**config.mk**
```make
export PLATFORM = sky130hd
export DESIGN_NAME = song_sequencer_flat
export DESIGN_NICKNAME = d
export VERILOG_FILES = /design/src/rtl/song_sequencer_if.sv /design/src/rtl/song_sequencer.sv /design/src/flat_wrapper.sv
export SDC_FILE = /design/constraint.sdc
export NUM_CORES = 1
export LEC_CHECK = 0
export BUFFER_PORTS_ARGS = -buffer_cell sky130_fd_sc_hd__clkbuf_2
export CORE_MARGIN = 2
export CORE_UTILIZATION = 49
export CTS_BUF_LIST = sky130_fd_sc_hd__clkbuf_16
export CTS_CLUSTER_DIAMETER = 80
export CTS_CLUSTER_SIZE = 12
export DETAILED_ROUTE_END_ITERATION = 10
export PLACE_DENSITY = 0.62
export SYNTH_ARGS = -nofsm -noshare
export SYNTH_HDL_FRONTEND = slang
export SYNTH_SLANG_ARGS = --single-unit
```
**constraint.sdc**
```tcl
create_clock -name clk -period 8.4 [get_ports clk]
set_input_delay 0.42 -clock clk [delete_from_list [all_inputs] [get_ports clk]]
set_output_delay 0.42 -clock clk [all_outputs]
set_load 0.005 [all_outputs]
```
**src/rtl/song_sequencer_if.sv**
```systemverilog
`timescale 1ns/1ps
// song_sequencer_if
//   Control, table-write and tone-output bundle of the song sequencer.
//   master : drives start/song_sel/stop/loop, the table write port
//            (wr_en/wr_song/wr_addr/wr_data) and, when
//            SONG_SEQUENCER_TEMPO_EN is defined, tempo; observes the outputs.
//   slave  : the sequencer; drives note_period/note_on/busy/done/cur_addr.
interface song_sequencer_if #(
  parameter int NUM_SONGS = 4,
  parameter int DEPTH     = 32,
  parameter int NOTE_W    = 4,
  parameter int DUR_W     = 2,
  parameter int PERIOD_W  = 20
);
  localparam int SONG_W  = $clog2(NUM_SONGS);
  localparam int ADDR_W  = $clog2(DEPTH);
  localparam int ENTRY_W = 1 + NOTE_W + DUR_W;

  logic                start;
  logic [SONG_W-1:0]   song_sel;
  logic                stop;
  logic                loop;
  logic                wr_en;
  logic [SONG_W-1:0]   wr_song;
  logic [ADDR_W-1:0]   wr_addr;
  logic [ENTRY_W-1:0]  wr_data;
`ifdef SONG_SEQUENCER_TEMPO_EN
  logic [2:0]          tempo;
`endif
  logic [PERIOD_W-1:0] note_period;
  logic                note_on;
  logic                busy;
  logic                done;
  logic [ADDR_W-1:0]   cur_addr;

  modport master (
`ifdef SONG_SEQUENCER_TEMPO_EN
    output tempo,
`endif
    output start, song_sel, stop, loop, wr_en, wr_song, wr_addr, wr_data,
    input  note_period, note_on, busy, done, cur_addr
  );

  modport slave (
`ifdef SONG_SEQUENCER_TEMPO_EN
    input  tempo,
`endif
    input  start, song_sel, stop, loop, wr_en, wr_song, wr_addr, wr_data,
    output note_period, note_on, busy, done, cur_addr
  );
endinterface

```
**src/rtl/song_sequencer.sv**
```systemverilog
`timescale 1ns/1ps
// song_sequencer
//   Multi-song note sequencer. NUM_SONGS tables of DEPTH entries
//   {valid, note, dur} are written at runtime; a start request plays the
//   selected table with beat timing, a silent gap after each note, rests
//   (note codes >= 8), loop-at-end and stop.
// Ports:
//   clk, rst_n : clock, asynchronous active-low reset
//   sq         : song_sequencer_if.slave (start/song_sel/stop/loop, table
//                write port, note_period/note_on/busy/done/cur_addr)
// Optional feature: define SONG_SEQUENCER_TEMPO_EN to add sq.tempo[2:0];
//   each beat then lasts (tempo+1)*TICKS_PER_BEAT cycles, tempo being
//   captured when a note is fetched. The gap is not scaled.
// NOTE_W must be at least 4 (codes 0..7 are tones, the rest are rests).
module song_sequencer #(
  parameter int NUM_SONGS      = 4,
  parameter int DEPTH          = 32,
  parameter int NOTE_W         = 4,
  parameter int DUR_W          = 2,
  parameter int TICKS_PER_BEAT = 12500000,
  parameter int GAP_TICKS      = 1000000,
  parameter int PERIOD_W       = 20
) (
  input logic             clk,
  input logic             rst_n,
  song_sequencer_if.slave sq
);
  localparam int SONG_W  = $clog2(NUM_SONGS);
  localparam int ADDR_W  = $clog2(DEPTH);
  localparam int ENTRY_W = 1 + NOTE_W + DUR_W;
  localparam int TICK_W  = (TICKS_PER_BEAT > 1) ? $clog2(TICKS_PER_BEAT) : 1;
  localparam int GAP_W   = (GAP_TICKS > 1) ? $clog2(GAP_TICKS) : 1;

  localparam logic [TICK_W-1:0] TICK_LAST = TICK_W'(TICKS_PER_BEAT - 1);
  localparam logic [GAP_W-1:0]  GAP_LAST  = GAP_W'((GAP_TICKS > 0) ? GAP_TICKS - 1 : 0);
  localparam logic [ADDR_W-1:0] ADDR_LAST = ADDR_W'(DEPTH - 1);

  typedef enum logic [1:0] {IDLE, FETCH, PLAY, GAP} state_t;

  // Half-period counts at 100 MHz for C4..C5; rests give 0.
  function automatic logic [PERIOD_W-1:0] note_half_period(input logic [NOTE_W-1:0] code);
    logic [PERIOD_W-1:0] p;
    p = '0;
    if (code[NOTE_W-1:3] == '0) begin
      case (code[2:0])
        3'd0:    p = PERIOD_W'(191109);
        3'd1:    p = PERIOD_W'(170264);
        3'd2:    p = PERIOD_W'(151685);
        3'd3:    p = PERIOD_W'(143172);
        3'd4:    p = PERIOD_W'(127551);
        3'd5:    p = PERIOD_W'(113636);
        3'd6:    p = PERIOD_W'(101238);
        default: p = PERIOD_W'(95556);
      endcase
    end
    return p;
  endfunction

  logic [ENTRY_W-1:0]  mem [NUM_SONGS*DEPTH];
  logic [ENTRY_W-1:0]  rd_q;

  state_t              state_q;
  logic [SONG_W-1:0]   song_q;
  logic [ADDR_W-1:0]   addr_q;
  logic [DUR_W-1:0]    dur_q;
  logic [DUR_W-1:0]    beat_q;
  logic [TICK_W-1:0]   tick_q;
  logic [GAP_W-1:0]    gap_q;
  logic [PERIOD_W-1:0] note_period_q;
  logic                note_on_q;
  logic                busy_q;
  logic                done_q;

  logic                rd_valid;
  logic [NOTE_W-1:0]   rd_note;
  logic [DUR_W-1:0]    rd_dur;
  logic                start_go;
  logic                pre_last;
  logic                play_end;
  logic                gap_end;
  logic                adv;
  logic [SONG_W-1:0]   rd_song;
  logic [ADDR_W-1:0]   rd_addr;

  assign rd_valid = rd_q[ENTRY_W-1];
  assign rd_note  = rd_q[DUR_W +: NOTE_W];
  assign rd_dur   = rd_q[DUR_W-1:0];

  assign start_go = sq.start && !sq.stop;

`ifdef SONG_SEQUENCER_TEMPO_EN
  logic [2:0] tempo_q;
  logic [2:0] pre_q;
  assign pre_last = (pre_q == tempo_q);
`else
  assign pre_last = 1'b1;
`endif

  assign play_end = pre_last && (tick_q == TICK_LAST) && (beat_q == dur_q);
  assign gap_end  = (gap_q == GAP_LAST);
  // End of the silent tail of an entry: move on to the next entry.
  assign adv = ((state_q == GAP) && gap_end) ||
               ((state_q == PLAY) && play_end && (GAP_TICKS == 0));

  // The read address follows the addr/song the FSM is about to load, so the
  // entry is already in rd_q during the FETCH cycle. Incrementing past
  // DEPTH-1 wraps to entry 0 of the same song, which is the loop restart.
  always_comb begin
    rd_song = song_q;
    rd_addr = addr_q;
    if (start_go) begin
      rd_song = sq.song_sel;
      rd_addr = '0;
    end else if ((state_q == FETCH) && !rd_valid) begin
      rd_addr = '0;
    end else if (adv) begin
      rd_addr = addr_q + 1'b1;
    end
  end

  // Table storage: write-first is not provided, a same-cycle read sees old data.
  always_ff @(posedge clk) begin
    if (sq.wr_en) mem[{sq.wr_song, sq.wr_addr}] <= sq.wr_data;
    rd_q <= mem[{rd_song, rd_addr}];
  end

  always_ff @(posedge clk or negedge rst_n) begin
    if (!rst_n) begin
      state_q       <= IDLE;
      song_q        <= '0;
      addr_q        <= '0;
      dur_q         <= '0;
      beat_q        <= '0;
      tick_q        <= '0;
      gap_q         <= '0;
      note_period_q <= '0;
      note_on_q     <= 1'b0;
      busy_q        <= 1'b0;
      done_q        <= 1'b0;
`ifdef SONG_SEQUENCER_TEMPO_EN
      tempo_q       <= '0;
      pre_q         <= '0;
`endif
    end else begin
      done_q <= 1'b0;
      if (sq.stop && (state_q != IDLE)) begin
        state_q       <= IDLE;
        addr_q        <= '0;
        busy_q        <= 1'b0;
        note_on_q     <= 1'b0;
        note_period_q <= '0;
        done_q        <= 1'b1;
      end else if (start_go) begin
        state_q       <= FETCH;
        song_q        <= sq.song_sel;
        addr_q        <= '0;
        busy_q        <= 1'b1;
        note_on_q     <= 1'b0;
        note_period_q <= '0;
      end else begin
        case (state_q)
          FETCH: begin
            if (rd_valid) begin
              dur_q         <= rd_dur;
              beat_q        <= '0;
              tick_q        <= '0;
              note_on_q     <= (rd_note[NOTE_W-1:3] == '0);
              note_period_q <= note_half_period(rd_note);
              state_q       <= PLAY;
`ifdef SONG_SEQUENCER_TEMPO_EN
              tempo_q       <= sq.tempo;
              pre_q         <= '0;
`endif
            end else if (sq.loop) begin
              addr_q <= '0;
            end else begin
              state_q <= IDLE;
              addr_q  <= '0;
              busy_q  <= 1'b0;
              done_q  <= 1'b1;
            end
          end
          PLAY: begin
`ifdef SONG_SEQUENCER_TEMPO_EN
            pre_q <= pre_last ? 3'd0 : pre_q + 3'd1;
`endif
            if (pre_last) begin
              if (tick_q == TICK_LAST) begin
                tick_q <= '0;
                beat_q <= beat_q + 1'b1;
              end else begin
                tick_q <= tick_q + 1'b1;
              end
            end
            if (play_end) begin
              note_on_q     <= 1'b0;
              note_period_q <= '0;
              gap_q         <= '0;
              state_q       <= GAP;
            end
          end
          GAP: begin
            gap_q <= gap_q + 1'b1;
          end
          default: ;
        endcase
        // Entry finished; overrides the state chosen above.
        if (adv) begin
          if ((addr_q == ADDR_LAST) && !sq.loop) begin
            state_q <= IDLE;
            addr_q  <= '0;
            busy_q  <= 1'b0;
            done_q  <= 1'b1;
          end else begin
            addr_q  <= addr_q + 1'b1;
            state_q <= FETCH;
          end
        end
      end
    end
  end

  assign sq.note_period = note_period_q;
  assign sq.note_on     = note_on_q;
  assign sq.busy        = busy_q;
  assign sq.done        = done_q;
  assign sq.cur_addr    = addr_q;

endmodule
```
**src/flat_wrapper.sv**
```systemverilog
// flat-port wrapper written by rule: the top's interface ports become plain ports
module song_sequencer_flat 
#(
  parameter int NUM_SONGS      = 4,
  parameter int DEPTH          = 32,
  parameter int NOTE_W         = 4,
  parameter int DUR_W          = 2,
  parameter int TICKS_PER_BEAT = 12500000,
  parameter int GAP_TICKS      = 1000000,
  parameter int PERIOD_W       = 20
)
  (clk, rst_n, sq_start, sq_song_sel, sq_stop, sq_loop, sq_wr_en, sq_wr_song, sq_wr_addr, sq_wr_data, sq_note_period, sq_note_on, sq_busy, sq_done, sq_cur_addr);
  song_sequencer_if #(.NUM_SONGS(NUM_SONGS), .DEPTH(DEPTH), .NOTE_W(NOTE_W), .DUR_W(DUR_W), .PERIOD_W(PERIOD_W)) sq_i ();
  input logic clk;
  input logic rst_n;
  input wire logic [$bits(sq_i.start)-1:0] sq_start;
  input wire logic [$bits(sq_i.song_sel)-1:0] sq_song_sel;
  input wire logic [$bits(sq_i.stop)-1:0] sq_stop;
  input wire logic [$bits(sq_i.loop)-1:0] sq_loop;
  input wire logic [$bits(sq_i.wr_en)-1:0] sq_wr_en;
  input wire logic [$bits(sq_i.wr_song)-1:0] sq_wr_song;
  input wire logic [$bits(sq_i.wr_addr)-1:0] sq_wr_addr;
  input wire logic [$bits(sq_i.wr_data)-1:0] sq_wr_data;
  output wire logic [$bits(sq_i.note_period)-1:0] sq_note_period;
  output wire logic [$bits(sq_i.note_on)-1:0] sq_note_on;
  output wire logic [$bits(sq_i.busy)-1:0] sq_busy;
  output wire logic [$bits(sq_i.done)-1:0] sq_done;
  output wire logic [$bits(sq_i.cur_addr)-1:0] sq_cur_addr;
  assign sq_i.start = sq_start;
  assign sq_i.song_sel = sq_song_sel;
  assign sq_i.stop = sq_stop;
  assign sq_i.loop = sq_loop;
  assign sq_i.wr_en = sq_wr_en;
  assign sq_i.wr_song = sq_wr_song;
  assign sq_i.wr_addr = sq_wr_addr;
  assign sq_i.wr_data = sq_wr_data;
  assign sq_note_period = sq_i.note_period;
  assign sq_note_on = sq_i.note_on;
  assign sq_busy = sq_i.busy;
  assign sq_done = sq_i.done;
  assign sq_cur_addr = sq_i.cur_addr;
  song_sequencer #(.NUM_SONGS(NUM_SONGS), .DEPTH(DEPTH), .NOTE_W(NOTE_W), .DUR_W(DUR_W), .TICKS_PER_BEAT(TICKS_PER_BEAT), .GAP_TICKS(GAP_TICKS), .PERIOD_W(PERIOD_W)) u_core (.clk(clk), .rst_n(rst_n), .sq(sq_i));
endmodule
```
==> results of run 1 <==
-- worst paths after layout --
check	endpoint	slack (ns)	start
max in group asynchronous	u_core.sq.note_period[7]	7.26	rst_n
min in group asynchronous	u_core.gap_q[18]	0.43	rst_n
worst max-delay path	u_core.rd_q[4]	3.42	u_core.state_q[1]
worst min-delay path	u_core.sq.busy	0.15	sq_start
worst max register to register	u_core.rd_q[4]	3.42	u_core.state_q[1]
worst min register to register	u_core.sq.note_period[1]	0.48	u_core.sq.note_period[1]
-- state kept, by name, summed over array words and instances, names as in the netlist, 5 cells and up --
| register | cells |
|---|---|
| u_core.rd_q | 7 |
| u_core.sq.cur_addr | 5 |
| u_core.tick_q | 24 |
| u_core.sq.note_period | 18 |
| u_core.mem | 896 |
| u_core.gap_q | 20 |
-- cell type report --
class                   instances  area, um2
fillers                      6608      37690
flip-flops and latches        981      29000
multi-input cells            1762      10540
clock buffers                  95       2377
well taps                    1070       1339
repair buffers                 92      620.6
clock inverters                50      225.2
inverters                      13      48.80
diodes                          1      2.502
-- power groups by stage --
stage | Clock (mW) | Sequential (mW) | Combinational (mW)
floorplan | 0 | 5.56 | 0.334
global placement | 0 | 5.59 | 0.588
detailed placement | 0 | 5.59 | 0.606
CTS | 3.80 | 5.49 | 0.608
global route | 3.99 | 5.49 | 0.663
finish | 3.75 | 5.49 | 0.608
-- tightest hold or removal path, cell delays in order --
cell and delay (ns):
clkbuf_2 0.09, nand2b_1 0.15, o21ai_0 0.11
-- cells by family (layout without fill, tap and decap cells) --
group / count (synthesis) / after routing / synth area share
other: 1 / 3 / 0.00009272
flip-flops: 981 / 981 / 0.7169
buffers and inverters: 199 / 250 / 0.02428
AO/OA/AOI/OAI: 480 / 480 / 0.08229
adder cells (fa/ha/maj): 8 / 8 / 0.002475
XOR/XNOR: 35 / 35 / 0.007579
AND/OR/NAND/NOR: 1075 / 1075 / 0.1260
multiplexers: 162 / 162 / 0.04034
-- stage by stage --
step | util | worst slack, ns | hold WS [ns]
after floorplan | - | 5.450 | 0.1244
after global placement | 0.5075 | 3.577 | 0.4619
after detailed placement | 0.5075 | 3.524 | 0.4698
after CTS | 0.5394 | 3.502 | 0.1306
after global routing | 0.5394 | 3.179 | 0.1484
final | 0.5395 | 3.419 | 0.1501
-- layer usage --
metal,track usage,share of wire
met3,0.03688,0.073
met2,0.3964,0.47
met4,0.07481,0.028
met5,0,0.00031
met1,0.3530,0.43
-- layout by cell type (no fill, tap or decap), types with 8 or more instances in the layout --
cell	n
or4_1	8
ha_1	8
clkbuf_16	95
xor2_1	25
a21oi_1	123
clkbuf_2	39
edfxtp_1	896
nand2_1	410
a32oi_1	37
o211ai_1	15
o31ai_1	10
a31oi_1	18
xnor2_1	10
a222oi_1	13
nand2b_1	11
a21boi_0	9
nor4_1	25
nor2_1	220
o22ai_1	22
buf_4	50
nand3_1	147
nor2b_1	13
o21ai_0	74
dfrtp_1	78
a32o_1	9
nor3_1	60
inv_1	59
nand4_1	27
o311ai_0	17
o221ai_1	9
a22o_1	8
or3_1	83
nor4b_2	8
o21bai_1	8
mux2i_1	154
o311ai_1	37
and3_1	18
==> results.sh, run 1 <==
export IMPL_grt_total_usage=0.2478
export IMPL_post_cts_resized=0
export IMPL_cts_tree="yes"
export IMPL_clk_path_buf_depth=3
export IMPL_clock_latency_ns=0.66
export IMPL_cts_hold_buf=1
export IMPL_grt_max_degree=135
export IMPL_vdd_drop_max_v=0.0001764
export IMPL_grt_setup_unrepaired="no"
export IMPL_status="complete, no violations"
export IMPL_synth_seq_cells=981
export IMPL_rows=105
export IMPL_clkPwrFrac=0.381
export IMPL_synth_most_common_cell="edfxtp_1"
export IMPL_nets=2971
export IMPL_core_area_um2=81850
export IMPL_grt_pass1_vias=24380
export IMPL_placed_cell_area_um2=41540
export IMPL_drt_iter0_markers=2805
export IMPL_min_period_over_period=0.5929
export IMPL_p_per_area_nw_per_um2=222.9
export IMPL_synthArstFlopShare=0.07951
export IMPL_worst_setup_path_type="reg -> reg"
export IMPL_p_seq_frac=0.558
export IMPL_drc=0
export IMPL_yosysTopAreaCell="edfxtp_1"
export IMPL_antenna_found_initial=6
export IMPL_max_cap_viol_count=0
export IMPL_pwr_share_comb=0.062
export IMPL_die_area_um2=84860
export IMPL_hpwl_mm=63.32
export IMPL_p_int_mw=7.594
export IMPL_slew_limit_headroom=0.1194
export IMPL_p_sw_mw=2.247
export IMPL_reg2reg_depth=13
export IMPL_detail_route_wl_per_cell_um=26.08
export IMPL_root_buffer="clkbuf_16"
export IMPL_critPathLaunchType="register"
export IMPL_crit_path_end_kind="register"
export IMPL_worstPathBufferInverterCount=3
export IMPL_finalHoldViolations=0
export IMPL_dp_cells=3917
export IMPL_clkSinkCount=981
export IMPL_cts_setup_buffers=0
export IMPL_cp_arrival_ns=5.51
export IMPL_drt_pass1_iter_count=8
export IMPL_worst_path_most_repeated_cell="buf_4"
export IMPL_crit_required_ns=8.93
export IMPL_io_buffers=47
export IMPL_htreeDepth=3
export IMPL_synthCells=2941
export IMPL_place_gp_congestion=0.8935
export IMPL_min_path_type="in -> reg"
export IMPL_syn_avg_cell_area_um2=13.75
export IMPL_syn_cell_area_um2=40450
export IMPL_drt_wl_total_mm=106.0
export IMPL_setup_viol=0
export IMPL_crit_chain="ha_1, and4b_1, and4_1, a21oi_4, buf_4, nor2_8, buf_12, buf_4, mux2i_1, a221oi_1, a32oi_1, nand3_1, nor4b_2"
export IMPL_grt_remaining_overflow=0
export IMPL_finalCriticalPeriod_ns=4.981
export IMPL_cpPeakStageDelay_ns=0.83
export IMPL_min_path_cells=3
export IMPL_synth_top_area_frac=0.6652
export IMPL_path_max_fanout=134
export IMPL_synthFlopType="edfxtp_1"
export IMPL_max_freq_ghz=0.2008
export IMPL_synth_seq_area_share=0.7169
export IMPL_vias=25030
export IMPL_ys_warnings_count=0
export IMPL_synth_cell_types=82
export IMPL_routed_via_density=6.160
export IMPL_synth_edf_count=896
export IMPL_slew_viol_final=0
export IMPL_layoutNonFillerInstCount=4064
export IMPL_tns_ns=0
export IMPL_cp_slowest_cell="buf_4"
export IMPL_p_leak_nw=15.66
export IMPL_io_pins=50
export IMPL_area_growth_pct=9.166
export IMPL_synthTopCellsByArea="edfxtp_1 (67%), dfrtp_1 (4.8%), nand2_1 (3.8%), mux2i_1 (3.8%), nor2_1 (2.1%)"
export IMPL_ant_nets=0
export IMPL_switching_share=0.2283
export IMPL_fp_dieH_um=291.3
export IMPL_yosys_top_cells_count="edfxtp_1 (896), nand2_1 (413), nor2_1 (222)"
export IMPL_initial_utilization=0.4942
export IMPL_final_area_um2=44150
export IMPL_clkTransAtPathRegs_ns=0.06
export IMPL_crit_family="buffers and inverters"
export IMPL_cts_made_buffers=91
export IMPL_cp_depth=13
export IMPL_grt_pass1_wl_mm=157.5
export IMPL_drive_above_1_share=0.07551
export IMPL_die_w_um=291.3
export IMPL_worst_slew_pin_slew_ns=1.311
export IMPL_finalPower_mw=9.841
export IMPL_fin_skew_ns=0.02277
No activity file was read; power rests on OpenSTA's default activity.
==> run 2: changes to the inputs <==
--- a/config.mk
+++ b/config.mk
@@ -12,7 +12,7 @@
 export CTS_CLUSTER_DIAMETER = 80
 export CTS_CLUSTER_SIZE = 12
 export DETAILED_ROUTE_END_ITERATION = 10
-export PLACE_DENSITY = 0.62
+export PLACE_DENSITY = 0.65
 export SYNTH_ARGS = -nofsm -noshare
 export SYNTH_HDL_FRONTEND = slang
 export SYNTH_SLANG_ARGS = --single-unit
==> constraint.sdc (replaced) <==
create_clock -name clk -period 4.4 [get_ports clk]
set_input_delay 0.22 -clock clk [delete_from_list [all_inputs] [get_ports clk]]
set_output_delay 0.22 -clock clk [all_outputs]
set_load 0.005 [all_outputs]
==> run 2 against run 1 <==
Final cell count rose by 1.1%. Critical path depth fell by 1. Clock-buffer cell count fell by 1. Clock skew fell by 0.0072 ns. Sequential cell count did not move. First-iteration DRC count rose by 7.5%. Die area did not move. Routed wire length rose by 2.1%.
==> results.sh, run 2 (synthesis gave the netlist of run 1 again) <==
export IMPL_slew_limit_headroom=0.1735
export IMPL_min_path_type="in -> reg"
export IMPL_path_max_fanout=33
export IMPL_place_gp_congestion=0.8977
export IMPL_reg_largest_list="u_core.mem (896), u_core.tick_q (24), u_core.gap_q (20)"
export IMPL_grt_max_degree=86
export IMPL_worst_setup_path_type="reg -> reg"
export IMPL_worstPathBufferInverterCount=2
export IMPL_hpwl_mm=67.48
export IMPL_place_ws_ns=0.2209
export IMPL_crit_family="simple AND/OR/NAND/NOR gates"
export IMPL_antenna_cells=0
export IMPL_nFillCells=6565
export IMPL_drt_pass1_iter_count=8
export IMPL_setup_viol=0
export IMPL_io_buffers=47
export IMPL_worst_path_most_repeated_cell="and4b_1"
export IMPL_vias=25690
export IMPL_layout_commonest_cell="edfxtp_1"
export IMPL_largest_register="u_core.mem"
export IMPL_drc=0
export IMPL_drt_iter0_markers=3015
export IMPL_clkSinkCount=981
export IMPL_detail_route_wl_per_cell_um=26.33
export IMPL_finalHoldViolations=0
export IMPL_largest_register_ffs=896
export IMPL_initial_utilization=0.4942
export IMPL_min_path_cells=1
export IMPL_fp_dieH_um=291.3
export IMPL_max_cap_viol_count=0
export IMPL_die_area_um2=84860
export IMPL_cp_depth=12
export IMPL_p_leak_nw=15.94
export IMPL_reg2reg_depth=12
export IMPL_cp_arrival_ns=4.70
export IMPL_cp_slowest_cell="a2111oi_0"
export IMPL_critPathLaunchType="register"
export IMPL_finalCriticalPeriod_ns=4.160
export IMPL_nets=3025
export IMPL_grt_pass1_vias=25290
export IMPL_cts_made_buffers=92
export IMPL_tns_ns=0
export IMPL_drt_wl_total_mm=108.2
export IMPL_area_growth_pct=10.69
export IMPL_root_buffer="clkbuf_16"
export IMPL_final_cell_mix="edfxtp_1 (896), nand2_1 (410), nor2_1 (220)"
export IMPL_clock_latency_ns=0.65
export IMPL_grt_pass1_wl_mm=161.3
export IMPL_rows=105
export IMPL_htreeDepth=3
export IMPL_antenna_found_initial=8
export IMPL_r2r_end="u_core.rd_q[6]"
export IMPL_cts_setup_buffers=0
export IMPL_routed_via_density=6.253
export IMPL_clk_path_buf_depth=3
export IMPL_setup_ws_ns=0.2401
export IMPL_die_w_um=291.3
export IMPL_clkTransAtPathRegs_ns=0.06
export IMPL_max_freq_ghz=0.2404
export IMPL_core_area_um2=81850
export IMPL_drive_above_1_share=0.09118
export IMPL_status="complete, no violations"
export IMPL_worst_slew_pin_slew_ns=1.230
export IMPL_grt_setup_unrepaired="no"
export IMPL_vdd_drop_max_v=0.0004032
export IMPL_crit_end="u_core.rd_q[6]"
export IMPL_fin_skew_ns=0.01560
export IMPL_crit_required_ns=4.94
export IMPL_io_pins=50
export IMPL_grt_total_usage=0.2536
export IMPL_grt_remaining_overflow=0
export IMPL_r2r_slack_ns=0.24
export IMPL_critPathLaunch="u_core.state_q[1]"
export IMPL_crit_path_end_kind="register"
export IMPL_r2r_start="u_core.state_q[1]"
export IMPL_cts_tree="yes"
export IMPL_ant_nets=0
export IMPL_crit_chain="ha_1, and4b_1, nand4_2, nor3_4, nor2_8, buf_12, buf_4, o311ai_1, nand2_1, a2111oi_0, and4b_1, nor4b_2"
export IMPL_slew_viol_final=0
export IMPL_finalPower_mw=18.81
export IMPL_min_period_over_period=0.9454
export IMPL_p_per_area_nw_per_um2=420.1
export IMPL_cpPeakStageDelay_ns=0.83
## run 2: worst min path at each step
stage | startpoint | endpoint
2_1_floorplan | rst_n | u_core.beat_q[0]
3_3_place_gp | rst_n | u_core.gap_q[2]
3_5_place_dp | rst_n | u_core.gap_q[18]
4_1_cts | sq_wr_data[6] | u_core.mem[38][6]
5_1_grt | sq_wr_data[6] | u_core.mem[38][6]
6_report | sq_wr_data[6] | u_core.mem[38][6]
## run 2: repair_timing
action | CTS | global route
endpoints found under the hold margin | 102 | 0
setup endpoints to repair | 0 | 2
hold buffers | 6 | 0
resized for setup | 0 | 2
## run 2: layout make-up
class                      instances  area, um2  share of cell area
timing repair buffer             145       1281             0.02862
sequential                       981      29000              0.6477
inverter                          13      48.80            0.001090
tap                             1070       1339             0.02990
clock inverter                    43      209.0            0.004667
clock buffer                      94       2352             0.05254
multi-input combinational       1762      10540              0.2355
## run 2: power breakdown
group / total (mW) / internal, mW / switching, mW
clock: 7.11 / 3.81 / 3.30
sequential: 10.5 / 10.3 / 0.142
combinational: 1.22 / 0.350 / 0.871
total: 18.8 / 14.5 / 4.32
## run 2: metrics by stage
stage	std cells	instance area, um2	util	hold slack (ns)
detailed placement	3965	42140	0.5149	0.4401
CTS	4108	44760	0.5469	0.04127
finish	4108	44770	0.5470	0.06920
global placement	3965	42140	0.5149	0.4177
global route	4108	44770	0.5470	0.06575
floorplan	2942	40450	-	-0.07559
## run 2: layer usage
layer,wire [um],GRT usage,up-vias
met5,46,0,-
met3,9626,0.04795,215
met2,50770,0.4029,1296
met1,44280,0.3540,12840
met4,3431,0.08379,6
li1,-,-,11330
